===== config.mk =====
export PLATFORM = sky130hd
export DESIGN_NAME = up_down_counter
export DESIGN_NICKNAME = d
export VERILOG_FILES = /design/src/rtl/up_down_counter.sv
export SDC_FILE = /design/constraint.sdc
export NUM_CORES = 1
export LEC_CHECK = 0
export CAP_MARGIN = 40
export CORE_AREA = 8 8 45 47
export CTS_CLUSTER_DIAMETER = 100
export DETAILED_ROUTE_END_ITERATION = 7
export DIE_AREA = 0 0 53 55
export DONT_BUFFER_PORTS = 1
export GPL_TIMING_DRIVEN = 0
export SETUP_SLACK_MARGIN = 0.05
export SYNTH_ARGS = -nofsm -noshare
export SYNTH_HDL_FRONTEND = slang
export SYNTH_SLANG_ARGS = --single-unit

===== constraint.sdc =====
create_clock -name clk_i -period 2 [get_ports clk_i]
set_clock_uncertainty 0.15 [all_clocks]
set_input_delay 0.5 -clock clk_i [delete_from_list [all_inputs] [get_ports clk_i]]
set_output_delay 0.5 -clock clk_i [all_outputs]
set_load 0.1 [all_outputs]

===== src/rtl/up_down_counter.sv =====
`default_nettype none
// ============================================================================
// Module   : up_down_counter
// Purpose  : Width-parameterised up/down counter with a programmable reset
//            value. Simultaneous up and down requests cancel. Arithmetic is
//            unsigned modulo 2^width_p (wrap-around) by default; defining
//            UP_DOWN_COUNTER_SATURATE_EN switches to saturating arithmetic
//            (up holds at all-ones, down holds at zero).
// Ports    : clk_i     - clock, rising-edge active
//            reset_i   - asynchronous active-high reset, loads reset_val_p
//            up_i      - increment request, sampled on rising clk_i
//            down_i    - decrement request, sampled on rising clk_i
//            counter_o - current count, driven directly from the state reg
// Params   : width_p     - counter width in bits (>= 1)
//            reset_val_p - width_p-bit value loaded on reset
// Config   : UP_DOWN_COUNTER_SATURATE_EN (undefined = wrap-around)
// Revision : 1.0 - initial release
// ============================================================================
module up_down_counter #(
    parameter int                 width_p     = 4,
    parameter logic [width_p-1:0] reset_val_p = '0
) (
    input  logic               clk_i,
    input  logic               reset_i,
    input  logic               up_i,
    input  logic               down_i,
    output logic [width_p-1:0] counter_o
);

    localparam logic [width_p-1:0] c_one = width_p'(1);
    localparam logic [width_p-1:0] c_max = '1;
    localparam logic [width_p-1:0] c_min = '0;

    logic [width_p-1:0] count;
    logic [width_p-1:0] count_next;

    // Next-state arithmetic stays width_p bits wide, so the default build
    // wraps naturally at both ends without any explicit boundary handling.
    always_comb begin
        count_next = count;
        case ({up_i, down_i})
            2'b10: begin
`ifdef UP_DOWN_COUNTER_SATURATE_EN
                if (count != c_max) begin
                    count_next = count + c_one;
                end
`else
                count_next = count + c_one;
`endif
            end
            2'b01: begin
`ifdef UP_DOWN_COUNTER_SATURATE_EN
                if (count != c_min) begin
                    count_next = count - c_one;
                end
`else
                count_next = count - c_one;
`endif
            end
            default: count_next = count;  // idle, or both requests cancel
        endcase
    end

    always_ff @(posedge clk_i or posedge reset_i) begin
        if (reset_i) begin
            count <= reset_val_p;
        end else begin
            count <= count_next;
        end
    end

    assign counter_o = count;

`ifndef SYNTHESIS
    always @(posedge clk_i) begin
        assert (width_p >= 1)
            else $error("up_down_counter: width_p must be >= 1");
        if (!reset_i) begin
            assert (!$isunknown({up_i, down_i}))
                else $error("up_down_counter: up_i/down_i unknown while out of reset");
        end
    end
`endif

endmodule
`default_nettype wire


==> metrics.md <==
| Metric | Value |
|---|---|
| Nature of the critical path endpoint | register |
| GRT overflow | 0 |
| Post-CTS setup buffer count | 0 |
| Register area | 105 sq um |
| Global placement routability congestion | 0.710 |
| Cell row count | 14 |
| Max_cap viols | 0 |
| Root Buffer | clkbuf_4 |
| Sequential area share after synthesis | 0.377 |
| Max-slew violations | 0 |
| Worst path arrival time | 1.78 ns |
| CTS H-tree lvls | 1 |
| Final-stage net count | 39 |
| Multi-input gate area | 158 sq um |
| Worst path bufs/invs | 0 |
| Yosys top cell area share | 0.377 |
| TritonCTS Sinks | 4 |
| Die ar. | 2920 sq um |
| Yosys cell types | 14 |
| Via count | 182 |
| Relative slew margins | 0.631 |
| Layout cells sized above 1 | 0.323 |
| Fillcell total | 152 |
| Crit start category | register |
| Routed length per placed instance | 10.1 microns |
| First-pass GRT wire length | 779 microns |
| Syn-to-layout area delta | 43.9% |
| Max reg flops | 4 |
| Die height | 55 microns |
| Die Wd | 53 microns |
| I/O pins | 8 |
| Drt via density | 3.87 |
| Drt drc | 0 |
| Crit path top cell by count | xor2_1 |
| First-pass detailed-route iteration total | 3 |
| Syn Area/Cell | 11.1 sq um |
| GRT Util Overall | 0.0389 |
| PortBufs | 0 |
| Initial antenna violation count | 0 |
| CP Max Fanout | 6 |
| Worst-Skew Late Latency | 0.23 ns |
| Hold crit path type | reg -> reg |
| Via count of the first global-routing pass | 205 |
| #FFs+latches synth | 4 |
| Initial core utilization | 0.192 |
| Crit path largest cell delay | 0.62 ns |
| Critical Path Slowest Stage Cell | dfrtp_4 |
| CP Cell Sequence | xor2_1 > ha_1 > a21oi_1 > xor2_1 > nor2_1 > xor2_1 |
| Post-synth top area cell | dfrtp_1 |
| Worst-Margin Slew | 0.554 ns |
| Hold Vio Cnt, Final | 0 |
| Synth top area cells | dfrtp_1 (38%), ha_1 (14%), xor2_1 (13%) |
| Outcome | complete, no violations |
| CTS Buffer Depth | 2 |
| Top Family by Delay on Critical Path | flip-flops |
| Syn Nets | 31 |
| Fin area | 382 sq um |
| Final wirelength | 477 microns |
| F_max | 0.546 GHz |
| Final Cycle Share | 0.916 |
| Core Area | 1380 sq um |
| Clk pin slew, worst setup/hold paths | 0.04 ns |
| CP required | 1.95 ns |
| ANT nets after route | 0 |
| Worst Slack Setup Final | 0.167 ns |
| Cell area after synthesis | 265 sq um |
| Largest net degree at the start of global routing | 7 |
| Yosys warnings | 0 |
| Crit Path Category | reg -> reg |
| Worst slack, placed | 0.0505 ns |
| TritonCTS clock tree | yes |
| Final worst path period need | 1.83 ns |
| DR iter-0 viols | 1 |
| N_diodes | 0 |
| CTS Buf Count | 3 |
| Cells after Synth | 24 |
| Setup TNS | 0 ns |
| Setup violators final | 0 |
| Dpl cell area | 343 sq um |
| Setup repair after global routing missed its margin | false |
==> Yosys cell counts (all sizes together) <==
| cell | number |
|---|---|
| xnor2 | 1 |
| ha | 3 |
| mux2 | 1 |
| a21oi | 2 |
| dfrtp | 4 |
| or3 | 1 |
| o32ai | 1 |
| a31oi | 1 |
| xor2 | 4 |
| nor2b | 1 |
| nor2 | 1 |
| inv | 2 |
| and2b | 2 |
==> layout make-up <==
type | count | area share
multi-input cells | 18 | 0.413
flip-flops and latches | 4 | 0.275
repair buffers | 3 | 0.170
clock buffers | 4 | 0.0689
well taps | 16 | 0.0525
inverters | 2 | 0.0197
==> final timing paths <==
kind | start | endpoint | slack, ns | cells past startpoint
min in group asynchronous | reset_i | counter_o[1]$_DFFE_PP0P_ | 0.44 | 2
hold / removal | counter_o[3]$_DFFE_PP0P_ | counter_o[3]$_DFFE_PP0P_ | 0.41 | 1
setup reg to reg | counter_o[1]$_DFFE_PP0P_ | counter_o[2]$_DFFE_PP0P_ | 0.17 | 6
hold reg to reg | counter_o[3]$_DFFE_PP0P_ | counter_o[3]$_DFFE_PP0P_ | 0.41 | 1
setup / recovery | counter_o[1]$_DFFE_PP0P_ | counter_o[2]$_DFFE_PP0P_ | 0.17 | 6
max in group asynchronous | reset_i | counter_o[1]$_DFFE_PP0P_ | 1.10 | 2
==> routing by layer <==
layer | vias up | global-route usage | part of all wire
met3 | 0 | 0.0160 | 0.063
met1 | 83 | 0.0398 | 0.42
met2 | 4 | 0.0527 | 0.52
met4 | 0 | 0.0517 | 0
li1 | 95 | - | -
met5 | - | 0 | 0
==> logic make-up (layout without fill, tap and decap cells) <==
logic type / Yosys count / count (layout) / share of synthesized area
xor+xnor: 5 / 5 / 0.165
buf+inv: 2 / 9 / 0.0283
fa+ha+maj: 3 / 3 / 0.142
mux: 1 / 1 / 0.0424
simple gates: 5 / 5 / 0.151
compound gates: 4 / 4 / 0.0944
flops: 4 / 4 / 0.377
==> layout by cell type (no fill, tap or decap), drive strengths merged <==
| master | instances |
|---|---|
| xor2 | 4 |
| clkbuf | 4 |
| dfrtp | 4 |
| ha | 3 |
| a21oi | 2 |
| inv | 2 |
| buf | 2 |
| and2b | 2 |
| nor2 | 1 |
| xnor2 | 1 |
| mux2 | 1 |
| nor2b | 1 |
| a31oi | 1 |
| or3 | 1 |
| o32ai | 1 |
| dlygate4sd3 | 1 |
==> timing repair <==
item / CTS / global route
endpoints found under the hold margin: 4 / 0
resized for setup: 0 / 1
setup endpoints to repair: 0 / 1
hold buffers: 1 / 0
==> metrics by stage <==
| stage | util | hold slack (ns) | cells |
|---|---|---|---|
| final | 0.276 | 0.411 | 47 |
| after global placement | 0.208 | 0.128 | 40 |
| after floorplan | - | 0.116 | 24 |
| after CTS | 0.274 | 0.420 | 47 |
| after global routing | 0.276 | 0.442 | 47 |
| after detailed placement | 0.248 | 0.131 | 42 |
==> worst register-to-register path: cells and delay by family (launching register included) <==
family,cells,cell delay [ns]
fa+ha+maj,1,0.19
flops,1,0.62
simple gates,1,0.06
xor+xnor,3,0.52
compound gates,1,0.15
Power is left out: the tool's default activity adds up to more than one toggle a clock period on the data nets, which glitch-free logic cannot reach.
